$ cat src/rtl/ap_ctrl_pkg.sv
// Shared types for the HLS block-level control initiator: FSM states,
// the per-invocation latency record and pending-FIFO sizing helpers.
package ap_ctrl_pkg;

   typedef enum logic [1:0] {
      IDLE  = 2'd0,
      ISSUE = 2'd1,
      DRAIN = 2'd2,
      FIN   = 2'd3
   } state_e;

   localparam int unsigned CNT_W_DEF      = 32;
   localparam int unsigned PEND_DEPTH_DEF = 4;
   localparam int unsigned PEND_PTR_W     = $clog2(PEND_DEPTH_DEF);

   typedef struct packed {
      logic [CNT_W_DEF-1:0] index;
      logic [CNT_W_DEF-1:0] latency;
   } rec_t;

   function automatic int unsigned ptr_width(input int unsigned depth);
      return (depth > 1) ? $clog2(depth) : 1;
   endfunction

endpackage

$ cat src/rtl/ap_ctrl_ts_fifo.sv
// Show-ahead FIFO of start timestamps for invocations that are started but
// not yet done; push and pop may happen in the same cycle.
module ap_ctrl_ts_fifo
   import ap_ctrl_pkg::*;
#(
   parameter int unsigned DEPTH = PEND_DEPTH_DEF,
   parameter int unsigned W     = CNT_W_DEF,
   localparam int unsigned PTR_W = ptr_width(DEPTH)
) (
   input  logic             clk_i,
   input  logic             rst_n_i,
   input  logic             flush_i,
   input  logic             push_i,
   input  logic             pop_i,
   input  logic [W-1:0]     din_i,
   output logic [W-1:0]     dout_o,
   output logic             full_o,
   output logic             empty_o,
   output logic [PTR_W:0]   count_o
);

   logic [W-1:0]     mem_q [DEPTH];
   logic [PTR_W-1:0] wr_ptr_q, wr_ptr_d;
   logic [PTR_W-1:0] rd_ptr_q, rd_ptr_d;
   logic [PTR_W:0]   cnt_q, cnt_d;
   logic             push_ok, pop_ok;

   assign empty_o = (cnt_q == '0);
   assign full_o  = (cnt_q == (PTR_W+1)'(DEPTH));
   assign count_o = cnt_q;
   assign dout_o  = mem_q[rd_ptr_q];

   // A push into a full FIFO is only legal when the head leaves the same cycle.
   assign push_ok = push_i & (~full_o | pop_i);
   assign pop_ok  = pop_i & ~empty_o;

   always_comb begin
      wr_ptr_d = wr_ptr_q;
      rd_ptr_d = rd_ptr_q;
      cnt_d    = cnt_q + (PTR_W+1)'(push_ok) - (PTR_W+1)'(pop_ok);
      if (push_ok) wr_ptr_d = wr_ptr_q + 1'b1;
      if (pop_ok)  rd_ptr_d = rd_ptr_q + 1'b1;
   end

   always_ff @(posedge clk_i) begin
      if (!rst_n_i || flush_i) begin
         wr_ptr_q <= '0;
         rd_ptr_q <= '0;
         cnt_q    <= '0;
      end else begin
         wr_ptr_q <= wr_ptr_d;
         rd_ptr_q <= rd_ptr_d;
         cnt_q    <= cnt_d;
      end
   end

   always_ff @(posedge clk_i) begin
      if (push_ok) mem_q[wr_ptr_q] <= din_i;
   end

endmodule

$ cat src/rtl/ap_ctrl_driver.sv
// Initiator for the ap_start/ap_ready/ap_done/ap_continue handshake: issues a
// commanded number of (possibly overlapping) invocations and reports latencies.
module ap_ctrl_driver
   import ap_ctrl_pkg::*;
#(
   parameter int unsigned CNT_W      = CNT_W_DEF,
   parameter int unsigned PEND_DEPTH = PEND_DEPTH_DEF,
   parameter int unsigned WDOG_CYC   = 1000000
) (
   input  logic             ap_clk,
   input  logic             ap_rst_n,
   input  logic             run_start,
   input  logic [CNT_W-1:0] run_count,
   output logic             busy,
   output logic             run_done,
   output logic             err_timeout,
   output logic             err_protocol,
   output logic             k_ap_start,
   input  logic             k_ap_ready,
   input  logic             k_ap_done,
   input  logic             k_ap_idle,
   output logic             k_ap_continue,
   output logic             rec_valid,
   input  logic             rec_ready,
   output logic [CNT_W-1:0] rec_index,
   output logic [CNT_W-1:0] rec_latency
);

   localparam int unsigned OCC_W = ptr_width(PEND_DEPTH) + 1;

   state_e           state_q, state_d;
   logic [CNT_W-1:0] now_q;
   logic [CNT_W-1:0] count_q, count_d;
   logic [CNT_W-1:0] issued_q, issued_d;
   logic [CNT_W-1:0] completed_q, completed_d;
   logic [CNT_W-1:0] start_ts_q, start_ts_d;
   logic [CNT_W-1:0] wdog_q, wdog_d, wdog_inc;
   logic             start_q, start_d;
   logic             err_to_q, err_to_d;
   logic             err_pr_q, err_pr_d;
   logic             rec_valid_q, rec_valid_d;
   rec_t             rec_q, rec_d;

   logic             accept, push, pop, cont, timeout, launch;
   logic [CNT_W-1:0] fifo_head;
   logic             fifo_full, fifo_empty;
   logic [OCC_W-1:0] occ, occ_n;
   logic             idle_unused;

   assign idle_unused = k_ap_idle;

   ap_ctrl_ts_fifo #(
      .DEPTH (PEND_DEPTH),
      .W     (CNT_W)
   ) u_ts_fifo (
      .clk_i   (ap_clk),
      .rst_n_i (ap_rst_n),
      .flush_i (timeout),
      .push_i  (push),
      .pop_i   (pop),
      .din_i   (start_ts_q),
      .dout_o  (fifo_head),
      .full_o  (fifo_full),
      .empty_o (fifo_empty),
      .count_o (occ)
   );

   assign accept   = start_q & k_ap_ready;
   assign push     = accept & (~fifo_full | pop);
   assign cont     = ~fifo_empty & (~rec_valid_q | rec_ready);
   assign pop      = k_ap_done & cont;
   assign wdog_inc = wdog_q + 1'b1;
   assign timeout  = ~fifo_empty & ~pop & (wdog_inc == CNT_W'(WDOG_CYC));

   always_comb begin
      state_d     = state_q;
      count_d     = count_q;
      issued_d    = issued_q + CNT_W'(accept);
      completed_d = completed_q + CNT_W'(pop);
      case (state_q)
         IDLE, FIN: begin
            if (state_q == FIN) state_d = IDLE;
            if (run_start) begin
               if (run_count == '0) begin
                  state_d = FIN;
               end else begin
                  count_d     = run_count;
                  issued_d    = '0;
                  completed_d = '0;
                  state_d     = ISSUE;
               end
            end
         end
         ISSUE:   if (issued_q == count_q) state_d = DRAIN;
         DRAIN:   if (completed_q == count_q) state_d = FIN;
         default: state_d = IDLE;
      endcase
      if (timeout) state_d = FIN;

      // Raise start only if the slot it would fill is free after this cycle's push/pop.
      occ_n   = occ + OCC_W'(push) - OCC_W'(pop);
      start_d = (state_d == ISSUE) && (issued_d < count_d) && (occ_n < OCC_W'(PEND_DEPTH));
      if (start_q && !k_ap_ready) start_d = 1'b1;
      if (timeout) start_d = 1'b0;
      launch     = start_d & (~start_q | k_ap_ready);
      start_ts_d = launch ? now_q + 1'b1 : start_ts_q;

      wdog_d   = (~fifo_empty & ~pop & ~timeout) ? wdog_inc : '0;
      err_to_d = err_to_q | timeout;
      err_pr_d = err_pr_q | (k_ap_done & fifo_empty);

      rec_d       = rec_q;
      rec_valid_d = rec_valid_q;
      if (pop) begin
         rec_d.index   = completed_q;
         rec_d.latency = now_q - fifo_head + 1'b1;
         rec_valid_d   = 1'b1;
      end else if (rec_valid_q && rec_ready) begin
         rec_valid_d = 1'b0;
      end
   end

   always_ff @(posedge ap_clk) begin
      if (!ap_rst_n) begin
         state_q     <= IDLE;
         now_q       <= '0;
         count_q     <= '0;
         issued_q    <= '0;
         completed_q <= '0;
         start_ts_q  <= '0;
         wdog_q      <= '0;
         start_q     <= 1'b0;
         err_to_q    <= 1'b0;
         err_pr_q    <= 1'b0;
         rec_valid_q <= 1'b0;
         rec_q       <= '0;
      end else begin
         state_q     <= state_d;
         now_q       <= now_q + 1'b1;
         count_q     <= count_d;
         issued_q    <= issued_d;
         completed_q <= completed_d;
         start_ts_q  <= start_ts_d;
         wdog_q      <= wdog_d;
         start_q     <= start_d;
         err_to_q    <= err_to_d;
         err_pr_q    <= err_pr_d;
         rec_valid_q <= rec_valid_d;
         rec_q       <= rec_d;
      end
   end

   assign busy          = (state_q == ISSUE) || (state_q == DRAIN);
   assign run_done      = (state_q == FIN);
   assign err_timeout   = err_to_q;
   assign err_protocol  = err_pr_q;
   assign k_ap_start    = start_q;
   assign k_ap_continue = cont;
   assign rec_valid     = rec_valid_q;
   assign rec_index     = rec_q.index;
   assign rec_latency   = rec_q.latency;

endmodule

$ cat config.mk
export PLATFORM = sky130hd
export DESIGN_NAME = ap_ctrl_driver
export DESIGN_NICKNAME = d
export VERILOG_FILES = /design/src/rtl/ap_ctrl_pkg.sv /design/src/rtl/ap_ctrl_ts_fifo.sv /design/src/rtl/ap_ctrl_driver.sv
export SDC_FILE = /design/constraint.sdc
export NUM_CORES = 1
export LEC_CHECK = 0
export CORE_AREA = 4 4 161 202
export DETAILED_ROUTE_END_ITERATION = 8
export DIE_AREA = 0 0 165 206
export PLACE_DENSITY = 0.88
export SLEW_MARGIN = 20
export SYNTH_ARGS = -nofsm -noshare
export SYNTH_HDL_FRONTEND = slang
export SYNTH_SLANG_ARGS = --single-unit
$ cat constraint.sdc
create_clock -name ap_clk -period 9.7 [get_ports ap_clk]
set_input_delay 0.97 -clock ap_clk [delete_from_list [all_inputs] [get_ports ap_clk]]
set_output_delay 0.97 -clock ap_clk [all_outputs]
set_load 0.02 [all_outputs]
# Word level (Yosys, flattened, before mapping)
# Memories as Yosys holds them, arrays and structs flattened. A register that Yosys moved wholly into a read port is not among the register bits.
# Cells that the tools add are included.
# Widths: inputs -> output; s select.
[totals] ff_bits=269 latch_bits=0 mem_bits_rw=128 mem_bits_ro=0 input_bits=39 output_inout_bits=71 elab_cells=99 mem_count=1
[mem_list] name="u_ts_fifo.mem_q" words=4 word_bits=32 rd=1 rd_ports_with_merged_regs=1 wr=1 line="ap_ctrl_ts_fifo.sv:22" text="logic [W-1:0] mem_q [DEPTH];"
[classes] n_addsub=12 n_mul=0 div=0 order_cmp=2 eq_ne=8 shift=0 mux=24 n_bitwise=22 n_reduce_logical=14
[op_table] operator="$mux 32" n=9
[op_table] operator="$add 32x1->32 const B" n=3
[op_table] operator="$add 32x1->32" n=2
[op_table] operator="$eq 32x32->1" n=2
[op_table] operator="$eq 32x20->1 const B" n=1
[op_table] operator="$logic_not 32->1" n=1
[op_table] operator="$lt 32x32->1" n=1
[op_table] operator="$sub 32x32->32" n=1
[op_table] operator="$mux 2" n=8
[op_table] operator="$and 1x1->1" n=11
[op_table] operator="$add 3x1->3" n=2
[op_table] operator="$mux 1" n=6
[op_table] operator="$not 1->1" n=6
[op_table] operator="$pmux 2 s3" n=1
[op_table] operator="$sub 3x1->3" n=2
[op_table] operator="$or 1x1->1" n=5
[op_table] operator="$add 2x1->2 const B" n=2
[op_table] operator="$eq 2x1->1 const B" n=2
[op_table] operator="$eq 2x2->1 const B" n=2
[op_table] operator="$logic_and 1x1->1" n=4
[op_table] operator="$eq 3x3->1 const B" n=1
[op_table] operator="$logic_not 3->1" n=1
[op_table] operator="$lt 3x3->1 const B" n=1
[op_table] operator="$logic_not 1->1" n=2
[op_table] operator="other kinds (5)" n=6

# Depth between registers and ports, before layout
# Gate-level depths: netlist (run 1).
[depth] word_depth=14 depth_mapped=21 ltp_nobuf=19

# Cells and area by module
# Synthesis (run 1) repeated with hierarchy kept, for this count alone.
[hier_totals] hier_cells=1938 hier_area_um2=19658.9
[modules_own_cells] mod="ap_ctrl_driver" instances=1 cells_per_inst=1719 area_per_inst_um2=14572.7 seq_area_each_um2=5245.0
[modules_own_cells] mod="ap_ctrl_ts_fifo" instances=1 cells_per_inst=219 area_per_inst_um2=5086.1 seq_area_each_um2=4023.9

# Worst setup path before layout (run 1)
# OpenSTA, ideal clock, no wires.
[synth_timing] kind="input to register" from="input run_count[25]" to="register start_ts_q[0]" setup_time_ns=0.121 arrival_time_ns=4.937 required_ns=9.579 slack_ns=4.642 stages=17 path_buffers=4 cell_sequence="nor4_1 > nand4_1 > o211ai_1 > buf_1 > buf_1 > mux2i_1 > ha_1 > nand4_1 > nor2_1 > a2111oi_0 > a21oi_1 > nor4_1 > nand4_1 > or3b_1 > buf_6 > buf_12 > mux2_4"
[synth_between] elab_chain_len=11 elab_cells_between_ends=18 cone_classes="order compare: 1; eq/ne: 1; mux: 12; bitwise: 1; reduce/logical: 3"
[synth_lines] item="from (decl)" line="ap_ctrl_driver.sv:13" text="input logic [CNT_W-1:0] run_count,"
[synth_lines] item="parallel branches: the longest is 6 deep, another holds $lt 32x32->1"
[synth_lines] item="$logic_and 1x1->1 (*) (2 in series)" line="ap_ctrl_driver.sv:102" text="start_d = (state_d == ISSUE) && (issued_d < count_d) && (occ_n < OCC_W'(PEND_DEPTH));"
[synth_lines] item="$mux 1 (*)" line="ap_ctrl_driver.sv:103" text="if (start_q && !k_ap_ready) start_d = 1'b1;"
[synth_lines] item="$mux 1 (*)" line="ap_ctrl_driver.sv:104" text="if (timeout) start_d = 1'b0;"
[synth_lines] item="$and 1x1->1 (*)" line="ap_ctrl_driver.sv:105" text="launch = start_d & (~start_q | k_ap_ready);"
[synth_lines] item="to (signal assigned)" line="ap_ctrl_driver.sv:143" text="start_ts_q <= start_ts_d;"
[synth_lines] item="to (decl)" line="ap_ctrl_driver.sv:36" text="logic [CNT_W-1:0] start_ts_q, start_ts_d;"
# Mark *: on every way between the ends.
# A chain may end at the register's enable or synchronous reset.

# Final worst setup path (run 1)
[layout_timing] from="input k_ap_ready" to="register start_ts_q[27]"
[layout_between] elab_chain_len=11 elab_cells_between_ends=18 cone_classes="add/sub: 3; order compare: 2; mux: 5; bitwise: 4; reduce/logical: 4"
[layout_lines] item="from (decl)" line="ap_ctrl_driver.sv:19" text="input logic k_ap_ready,"
[layout_lines] item="$and 1x1->1 (*)" line="ap_ctrl_driver.sv:68" text="assign accept = start_q & k_ap_ready;"
[layout_lines] item="$add 32x1->32 (*)" line="ap_ctrl_driver.sv:78" text="issued_d = issued_q + CNT_W'(accept);"
[layout_lines] item="$mux 32" line="ap_ctrl_driver.sv:84" text="if (run_count == '0) begin"
[layout_lines] item="$mux 32" line="ap_ctrl_driver.sv:83" text="if (run_start) begin"
[layout_lines] item="$mux 32 (*)" line="ap_ctrl_driver.sv:80" text="case (state_q)"
[layout_lines] item="named net issued_d[30]" line="ap_ctrl_driver.sv:34" text="logic [CNT_W-1:0] issued_q, issued_d;"
[layout_lines] item="$lt 32x32->1 (*)" line="ap_ctrl_driver.sv:102"
[layout_lines] item="$logic_and 1x1->1 (*) (2 in series)" line="ap_ctrl_driver.sv:102"
[layout_lines] item="$mux 1 (*)" line="ap_ctrl_driver.sv:103"
[layout_lines] item="$mux 1 (*)" line="ap_ctrl_driver.sv:104"
[layout_lines] item="$and 1x1->1 (*)" line="ap_ctrl_driver.sv:105"
# Mark *: on every way through the listed nets, which the timed path passes. The rest lies on a longest branch.

==> results of run 1 <==
## where the power goes
group / internal, uW / total (uW) / switching [uW]
Clock: 966 / 1620 / 651
Combinational: 459 / 1100 / 641
Sequential: 1810 / 1880 / 68.5
Total: 3230 / 4590 / 1360
## final timing paths
kind | to | slack (ns) | cells after the start
worst max-delay path | start_ts_q[27]$_SDFFE_PN0P_ | 3.98 | 20
worst max register to register | start_ts_q[27]$_SDFFE_PN0P_ | 4.38 | 17
worst min register to register | rec_latency[21]$_SDFFE_PN0P_ | 0.45 | 2
worst min-delay path | rec_latency[21]$_SDFFE_PN0P_ | 0.45 | 2
## cell usage in the layout, fill, tap and decap left out, types with 66 or more instances in the layout
cell and count:
and2_1 92, clkdlybuf4s50_1 107, dfxtp_1 270, edfxtp_1 128
ha_1 110, nand2_1 182, nand3_1 66, nor2_1 161
xnor2_1 130, xor2_1 89
## kinds of logic after synthesis
group | Yosys count | share of synthesized area, %
AND/OR/NAND/NOR | 713 | 18.3
adder cells (fa/ha/maj) | 112 | 7.20
AO/OA/AOI/OAI | 207 | 6.92
flip-flops | 399 | 47.1
XOR/XNOR | 219 | 9.74
buffers and inverters | 139 | 2.98
multiplexers | 99 | 7.79
## final cells by class
cell class              instances  area [sq um]
well taps                     407           509
multi-input cells            1350          9830
clock inverters                20           269
repair buffers                122          1180
fillers                      2021          8310
flip-flops and latches        399          9270
inverters                      65           244
clock buffers                  50          1100
## cell usage after synthesis, types with 2 or more instances
master     instances
dfxtp_1          271
nand2_1          183
nor2_1           161
xnor2_1          130
edfxtp_1         128
ha_1             110
and2_1            92
xor2_1            89
nand3_1           66
inv_1             64
nand4_1           54
clkbuf_1          52
o21ai_0           48
nor2b_1           47
a21oi_1           46
a21boi_0          40
mux2i_1           37
mux4_2            32
and3_1            31
mux2_4            28
nor4_1            22
nor3_1            14
buf_1             13
a21o_1            12
and4_1            10
nand2b_1           9
a31oi_1            8
o211ai_1           8
o21a_1             7
or3_1              6
a211o_1            4
a211oi_1           4
buf_2              4
o211a_1            4
o31ai_1            4
a2111oi_0          3
buf_12             3
nor3b_1            3
o21bai_1           3
or2_2              3
a22oi_1            2
a311o_1            2
fa_1               2
mux2_2             2
o41ai_1            2
## sequential cells by signal (all words and copies together), names as in the netlist, named ones only
signal and flops:
wdog_q 32, start_ts_q 32, k_ap_start 1, err_timeout 1, state_q 2, err_protocol 1, rec_valid 1, count_q 32
u_ts_fifo.count_o 3, completed_q 32, u_ts_fifo.wr_ptr_q 2, u_ts_fifo.mem_q 128, now_q 32, issued_q 32, rec_index 32, rec_latency 32
u_ts_fifo.rd_ptr_q 2
## stage by stage
| stage | worst slack (ns) | total power [uW] | hold slack (ns) |
|---|---|---|---|
| 6_report | 3.98 | 4590 | 0.454 |
| 2_1_floorplan | 4.64 | 2690 | 0.441 |
| 4_1_cts | 4.01 | 4600 | 0.458 |
| 5_1_grt | 3.63 | 4790 | 0.495 |
| 3_3_place_gp | 3.52 | 2960 | 0.438 |
| 3_5_place_dp | 3.49 | 3000 | 0.443 |
## worst max-delay path, delay by kind of cell
family,cells,cell delay [ns]
simple gates,10,2.50
xor+xnor,1,0.21
mux,1,0.39
buf+inv,3,0.96
fa+ha+maj,3,0.77
compound gates,2,0.33
## per-layer routing
layer | global-route usage, % | routed length [microns] | vias to the layer above
met1 | 32.9 | 18200 | 6891
met2 | 46.1 | 22400 | 452
met3 | 3.63 | 2130 | 128
met4 | 11.5 | 1870 | 0
met5 | 0 | 0 | -
li1 | - | - | 6784
==> impl_metrics.prom, run 1 <==
# TYPE chip_impl_metric gauge
chip_impl_metric{name="finalSetupViolations",unit=""} 0
chip_impl_metric{name="number_of_synthesized_flops_with_an_enable_pin",unit=""} 128
chip_impl_metric{name="antenna-diode-count",unit=""} 0
chip_impl_metric{name="period_share",unit="%"} 59.0
chip_impl_metric{name="timing_hold_violations_final",unit=""} 0
chip_impl_info{name="cp_cell_sequence",value="clkdlybuf4s50_1 -> nand2_1 -> inv_1 -> ha_1 -> ha_1 -> and2_1 -> nand3_1 -> nor3_1 -> nand2_1 -> xor2_1 -> nor2_1 -> ha_1 -> nand4_1 -> a21oi_1 -> a221o_1 -> nor4_1 -> nand4_1 -> or3b_2 -> buf_4 -> mux2_4"} 1
chip_impl_metric{name="detailed_place_hpwl",unit="microns"} 30700
chip_impl_metric{name="yosysWarningCount",unit=""} 0
chip_impl_metric{name="fin_cells",unit=""} 2413
chip_impl_info{name="crit_slowest_cell",value="nor3_1"} 1
chip_impl_info{name="worstHoldStart",value="rec_latency[21]$_SDFFE_PN0P_"} 1
chip_impl_metric{name="drt_pass1_iterations",unit=""} 5
chip_impl_metric{name="design.final.nets",unit=""} 2127
chip_impl_metric{name="postSynthCellCount",unit=""} 1888
chip_impl_metric{name="vias",unit=""} 14255
chip_impl_metric{name="critPathMaxFanout",unit=""} 32
chip_impl_metric{name="post_cts.resized_instances",unit=""} 0
chip_impl_metric{name="cts_hold_repair.buffers",unit=""} 0
chip_impl_metric{name="synth_largest_type_area_fraction",unit="%"} 27.6
chip_impl_metric{name="first_global_vias",unit=""} 14519
chip_impl_metric{name="fp.coreArea",unit="sq um"} 30700
chip_impl_info{name="yosys.area.top_type",value="dfxtp_1"} 1
chip_impl_metric{name="synthDistinctLibCells",unit=""} 70
chip_impl_metric{name="post-cts-setup-buffer-count",unit=""} 0
chip_impl_metric{name="finish.utilization",unit="%"} 72.9
chip_impl_info{name="run_status",value="finished, final reports clean"} 1
chip_impl_metric{name="synthToLayoutAreaGrowth",unit="%"} 13.8
chip_impl_metric{name="cts-root-to-sink-buffers",unit=""} 3
chip_impl_metric{name="total_leakage_power",unit="uW"} 0.00861
chip_impl_metric{name="fin_skew",unit="ns"} 0.0176
chip_impl_metric{name="vdd_ir_drop_max",unit="mV"} 0.232
chip_impl_metric{name="period_needed",unit="ns"} 5.72
chip_impl_metric{name="num_io_pins",unit=""} 110
chip_impl_metric{name="postRouteWirelength",unit="microns"} 44600
chip_impl_metric{name="globalRouteTotalUtil",unit="%"} 26.5
chip_impl_metric{name="maxClockFrequency",unit="GHz"} 0.175
chip_impl_metric{name="ant_nets",unit=""} 0
chip_impl_metric{name="power.density",unit="nW/um^2"} 205
chip_impl_metric{name="worstMarginPinSlew",unit="ns"} 1.04
chip_impl_metric{name="synth.avg_cell_area",unit="sq um"} 10.4
chip_impl_metric{name="synthesized_net_count",unit=""} 2039
chip_impl_metric{name="timing.critical_path.slowest_cell_delay",unit="ns"} 0.62
chip_impl_metric{name="floorplan.initialDensity",unit="%"} 64.1
chip_impl_metric{name="clock_tree.htree_level_count",unit=""} 2
chip_impl_metric{name="design_area",unit="sq um"} 22400
chip_impl_metric{name="die_w",unit="microns"} 165
chip_impl_metric{name="post_drt_via_cell_ratio",unit=""} 5.91
chip_impl_metric{name="maxCapViolations",unit=""} 0
chip_impl_metric{name="drt-wirelength-per-cell",unit="microns"} 18.5
chip_impl_info{name="rsz0062_at_grt",value="false"} 1
chip_impl_metric{name="cts_buf_count",unit=""} 38
chip_impl_info{name="crit_path_launch_type",value="input port"} 1
chip_impl_info{name="cts_tree",value="yes"} 1
chip_impl_info{name="worst_min_delay_path_category",value="reg2reg"} 1
chip_impl_metric{name="synth_area",unit="sq um"} 19700
chip_impl_metric{name="seq_area_frac_synth",unit="%"} 47.1
chip_impl_metric{name="setup_tns",unit="ns"} 0
chip_impl_metric{name="clk_pin_slew_worst_paths",unit="ns"} 0.06
chip_impl_info{name="synth_area_leaders",value="dfxtp_1 (28%), edfxtp_1 (20%), ha_1 (7.0%)"} 1
chip_impl_info{name="worst_setup_path_startpoint",value="k_ap_ready"} 1
chip_impl_metric{name="synth-seq-cells",unit=""} 399
chip_impl_metric{name="grt_first_pass_wirelength",unit="microns"} 72600
chip_impl_metric{name="overflow_left_after_global_routing",unit=""} 0
chip_impl_metric{name="placement_rows",unit=""} 72
chip_impl_info{name="crit-reg2reg-launch",value="issued_q[5]$_SDFF_PN0_"} 1
chip_impl_metric{name="placed_cells",unit=""} 2343
chip_impl_info{name="ctsRootBufferMaster",value="clkbuf_16"} 1
chip_impl_metric{name="cp.required",unit="ns"} 10.12
chip_impl_metric{name="clock_latency_on_the_worst_skew_pair",unit="ns"} 0.54
chip_impl_metric{name="postSynth.asyncResetShare",unit="%"} 0
chip_impl_metric{name="share_of_post_route_cells_with_drive_strength_above_1",unit="%"} 7.88
chip_impl_metric{name="remaining_drc_errors",unit=""} 0
chip_impl_metric{name="initialDrtViolationCount",unit=""} 957
chip_impl_metric{name="antenna_found_initial",unit=""} 0
chip_impl_info{name="setup_crit_path_kind",value="in2reg"} 1
chip_impl_metric{name="arrival",unit="ns"} 6.15
chip_impl_info{name="synth_ff_type",value="dfxtp_1"} 1
chip_impl_info{name="most_frequent_cp_cell",value="ha_1"} 1
chip_impl_metric{name="placement.cell_area",unit="sq um"} 21000
chip_impl_metric{name="numClockSinks",unit=""} 399
chip_impl_metric{name="fp.dieH",unit="microns"} 206
chip_impl_metric{name="port_buffers",unit=""} 108
chip_impl_metric{name="place_congestion",unit=""} 0.923
chip_impl_metric{name="relSlewSlack",unit="%"} 30.9
chip_impl_info{name="setup.worst_path.end_class",value="register"} 1
chip_impl_metric{name="slew_violations",unit=""} 0
chip_impl_metric{name="floorplan.die_area",unit="sq um"} 34000
chip_impl_metric{name="grt_start_max_net_pins",unit=""} 116
Power figures use the tool's default switching activity.
==> inputs of run 2 (changes only) <==
--- a/config.mk
+++ b/config.mk
@@ -5,10 +5,10 @@
 export SDC_FILE = /design/constraint.sdc
 export NUM_CORES = 1
 export LEC_CHECK = 0
-export CORE_AREA = 4 4 161 202
+export CORE_AREA = 4 4 176 221
 export DETAILED_ROUTE_END_ITERATION = 8
-export DIE_AREA = 0 0 165 206
-export PLACE_DENSITY = 0.88
+export DIE_AREA = 0 0 180 225
+export PLACE_DENSITY = 0.78
 export SLEW_MARGIN = 20
 export SYNTH_ARGS = -nofsm -noshare
 export SYNTH_HDL_FRONTEND = slang
==> constraint.sdc (replaced) <==
create_clock -name ap_clk -period 5.22 [get_ports ap_clk]
set_input_delay 0.522 -clock ap_clk [delete_from_list [all_inputs] [get_ports ap_clk]]
set_output_delay 0.522 -clock ap_clk [all_outputs]
set_load 0.02 [all_outputs]
==> run 2 against run 1 <==
  * Clock power increased by 69%
  * Sequential share of layout area decreased by 0.23 points
  * Critical path depth increased by 2
  * First-iteration DRC count decreased by 5.7%
  * Via count decreased by 1.4%
  * Sequential power increased by 86%
  * Register-to-register slack got worse by 3.9 ns
  * Critical endpoint is now start_ts_q[17]$_SDFFE_PN0P_
==> impl_metrics.prom, run 2 (synthesized netlist as in run 1, its figures left out) <==
# TYPE chip_impl_metric gauge
chip_impl_metric{name="remaining_drc_errors",unit=""} 0
chip_impl_metric{name="floorplan.initialDensity",unit="%"} 53.4
chip_impl_metric{name="cts-root-to-sink-buffers",unit=""} 3
chip_impl_metric{name="die_w",unit="microns"} 180
chip_impl_metric{name="arrival",unit="ns"} 5.31
chip_impl_metric{name="design.final.nets",unit=""} 2145
chip_impl_metric{name="ant_nets",unit=""} 0
chip_impl_metric{name="post_drt_via_cell_ratio",unit=""} 5.60
chip_impl_metric{name="timing_hold_violations_final",unit=""} 0
chip_impl_metric{name="cts_hold_repair.buffers",unit=""} 0
chip_impl_metric{name="timing.critical_path.slowest_cell_delay",unit="ns"} 0.54
chip_impl_metric{name="largest_register_ffs",unit=""} 128
chip_impl_metric{name="maxClockFrequency",unit="GHz"} 0.205
chip_impl_metric{name="synthToLayoutAreaGrowth",unit="%"} 14.5
chip_impl_info{name="endpoint_worst_hold",value="rec_latency[24]$_SDFFE_PN0P_"} 1
chip_impl_metric{name="port_buffers",unit=""} 108
chip_impl_info{name="setup.worst_path.end_class",value="register"} 1
chip_impl_metric{name="period_needed",unit="ns"} 4.88
chip_impl_metric{name="cp.required",unit="ns"} 5.64
chip_impl_metric{name="fin_skew",unit="ns"} 0.0228
chip_impl_info{name="cp_cell_sequence",value="clkdlybuf4s50_1 -> nand2_1 -> inv_1 -> ha_1 -> ha_1 -> and2_1 -> nand3_1 -> buf_4 -> nor3_1 -> buf_4 -> nand3_1 -> xor2_1 -> nor2_1 -> ha_1 -> nand3_1 -> a21oi_1 -> a221o_1 -> nor4_1 -> nand4_1 -> or3b_2 -> buf_12 -> mux2_4"} 1
chip_impl_metric{name="numClockSinks",unit=""} 399
chip_impl_metric{name="clk_pin_slew_worst_paths",unit="ns"} 0.06
chip_impl_metric{name="clock_latency_on_the_worst_skew_pair",unit="ns"} 0.54
chip_impl_info{name="cts_tree",value="yes"} 1
chip_impl_metric{name="antenna-diode-count",unit=""} 0
chip_impl_metric{name="postRouteWirelength",unit="microns"} 43800
chip_impl_metric{name="detailed_place_hpwl",unit="microns"} 31400
chip_impl_metric{name="num_io_pins",unit=""} 110
chip_impl_metric{name="overflow_left_after_global_routing",unit=""} 0
chip_impl_info{name="setup_crit_path_kind",value="in2reg"} 1
chip_impl_metric{name="clock_tree.htree_level_count",unit=""} 2
chip_impl_metric{name="share_of_post_route_cells_with_drive_strength_above_1",unit="%"} 8.34
chip_impl_metric{name="maxCapViolations",unit=""} 0
chip_impl_info{name="crit_path_launch_type",value="input port"} 1
chip_impl_metric{name="cts_buf_count",unit=""} 41
chip_impl_metric{name="post-cts-setup-buffer-count",unit=""} 0
chip_impl_metric{name="finalSetupViolations",unit=""} 0
chip_impl_metric{name="min_path_cells",unit=""} 2
chip_impl_metric{name="fp.coreArea",unit="sq um"} 36900
chip_impl_metric{name="reg2regPathDepth",unit=""} 18
chip_impl_metric{name="drt_pass1_iterations",unit=""} 5
chip_impl_info{name="rsz0062_at_grt",value="false"} 1
chip_impl_info{name="layout_common_cells",value="dfxtp_1 (270), nand2_1 (182), nor2_1 (161), xnor2_1 (130), edfxtp_1 (128)"} 1
chip_impl_metric{name="post_cts.resized_instances",unit=""} 0
chip_impl_metric{name="placement_rows",unit=""} 79
chip_impl_info{name="regToRegEndpoint",value="start_ts_q[17]$_SDFFE_PN0P_"} 1
chip_impl_metric{name="drt-wirelength-per-cell",unit="microns"} 17.4
chip_impl_metric{name="fp.dieH",unit="microns"} 225
chip_impl_info{name="crit_slowest_cell",value="or3b_2"} 1
chip_impl_metric{name="grt_first_pass_wirelength",unit="microns"} 71400
chip_impl_metric{name="grt_start_max_net_pins",unit=""} 76
chip_impl_info{name="worst_min_delay_path_category",value="reg2reg"} 1
chip_impl_metric{name="critPathMaxFanout",unit=""} 32
chip_impl_info{name="max_flop_register",value="u_ts_fifo.mem_q"} 1
chip_impl_metric{name="rrSetupSlack",unit="ns"} 0.50
chip_impl_metric{name="first_global_vias",unit=""} 14138
chip_impl_metric{name="worstMarginPinSlew",unit="ns"} 0.909
chip_impl_metric{name="initialDrtViolationCount",unit=""} 902
chip_impl_metric{name="floorplan.die_area",unit="sq um"} 40500
chip_impl_metric{name="vdd_ir_drop_max",unit="mV"} 0.419
chip_impl_info{name="run_status",value="finished, final reports clean"} 1
chip_impl_metric{name="globalRouteTotalUtil",unit="%"} 21.3
chip_impl_metric{name="slew_violations",unit=""} 0
chip_impl_metric{name="relSlewSlack",unit="%"} 39.3
chip_impl_metric{name="vias",unit=""} 14055
chip_impl_metric{name="period_share",unit="%"} 93.5
chip_impl_info{name="crit-reg2reg-launch",value="issued_q[5]$_SDFF_PN0_"} 1
chip_impl_metric{name="place_congestion",unit=""} 0.922
chip_impl_metric{name="design_power_total",unit="uW"} 8300
chip_impl_metric{name="power.density",unit="nW/um^2"} 368
chip_impl_info{name="worstHoldStart",value="rec_latency[24]$_SDFFE_PN0P_"} 1
chip_impl_metric{name="antenna_found_initial",unit=""} 0
chip_impl_metric{name="setup_tns",unit="ns"} 0
chip_impl_metric{name="total_leakage_power",unit="uW"} 0.00865
chip_impl_info{name="ctsRootBufferMaster",value="clkbuf_16"} 1
chip_impl_info{name="mostFrequentLayoutCell",value="dfxtp_1"} 1
[run 2: cell count changes in the layout (fill, tap and decap cells not counted), sizes merged]
cell	change
clkinv	+9
clkbuf	+8
bufinv	-6
buf	+15
inv	-3
clkinvlp	-3
[run 2: layout make-up]
cell class                 instances  area [sq um]
fill                            2976         14300
multi-input combinational       1350          9830
sequential                       399          9270
timing repair buffer             137          1320
clock buffer                      58          1160
tap                              486           608
inverter                          65           244
clock inverter                    17          98.8
[run 2: stage by stage]
stage / instances / area [sq um] / utilization [%] / hold slack, ns / worst slack, ns
4_1_cts: 2512 / 22500 / 61.1 / 0.458 / 0.425
5_1_grt: 2512 / 22500 / 61.1 / 0.481 / 0.149
6_report: 2512 / 22500 / 61.1 / 0.456 / 0.339
3_3_place_gp: 2437 / 21300 / 57.7 / 0.434 / 0.0183
3_5_place_dp: 2437 / 21300 / 57.7 / 0.444 / -0.0976
2_1_floorplan: 1888 / 19700 / - / 0.441 / 0.610
[run 2: where the power goes]
part           switching (uW)  internal [uW]
sequential                139           3360
combinational            1170            888
clock                    1180           1560
[run 2: worst max-delay path, delay by kind of cell]
| kind | cells | cell delay (ns) |
|---|---|---|
| compound gates | 2 | 0.33 |
| xor+xnor | 1 | 0.22 |
| fa+ha+maj | 3 | 0.70 |
| buf+inv | 5 | 1.25 |
| mux | 1 | 0.33 |
| simple gates | 10 | 1.92 |
[run 2: routing by layer]
layer	GRT usage, %	routed length [microns]
met5	0	0
met4	6.93	1380
met3	3.41	2150
met2	37.9	21800
met1	26.7	18400
[run 2: how the worst max path moves through the flow]
stage | startpoint | endpoint | slack (ns) | cells past startpoint
2_1_floorplan | run_count[25] | start_ts_q[0]$_SDFFE_PN0P_ | 0.61 | 17
3_3_place_gp | run_count[7] | start_ts_q[28]$_SDFFE_PN0P_ | 0.02 | 17
3_5_place_dp | k_ap_ready | start_ts_q[31]$_SDFFE_PN0P_ | -0.1 | 22
4_1_cts | k_ap_ready | start_ts_q[31]$_SDFFE_PN0P_ | 0.43 | 23
5_1_grt | k_ap_ready | start_ts_q[9]$_SDFFE_PN0P_ | 0.15 | 22
6_report | k_ap_ready | start_ts_q[17]$_SDFFE_PN0P_ | 0.34 | 22
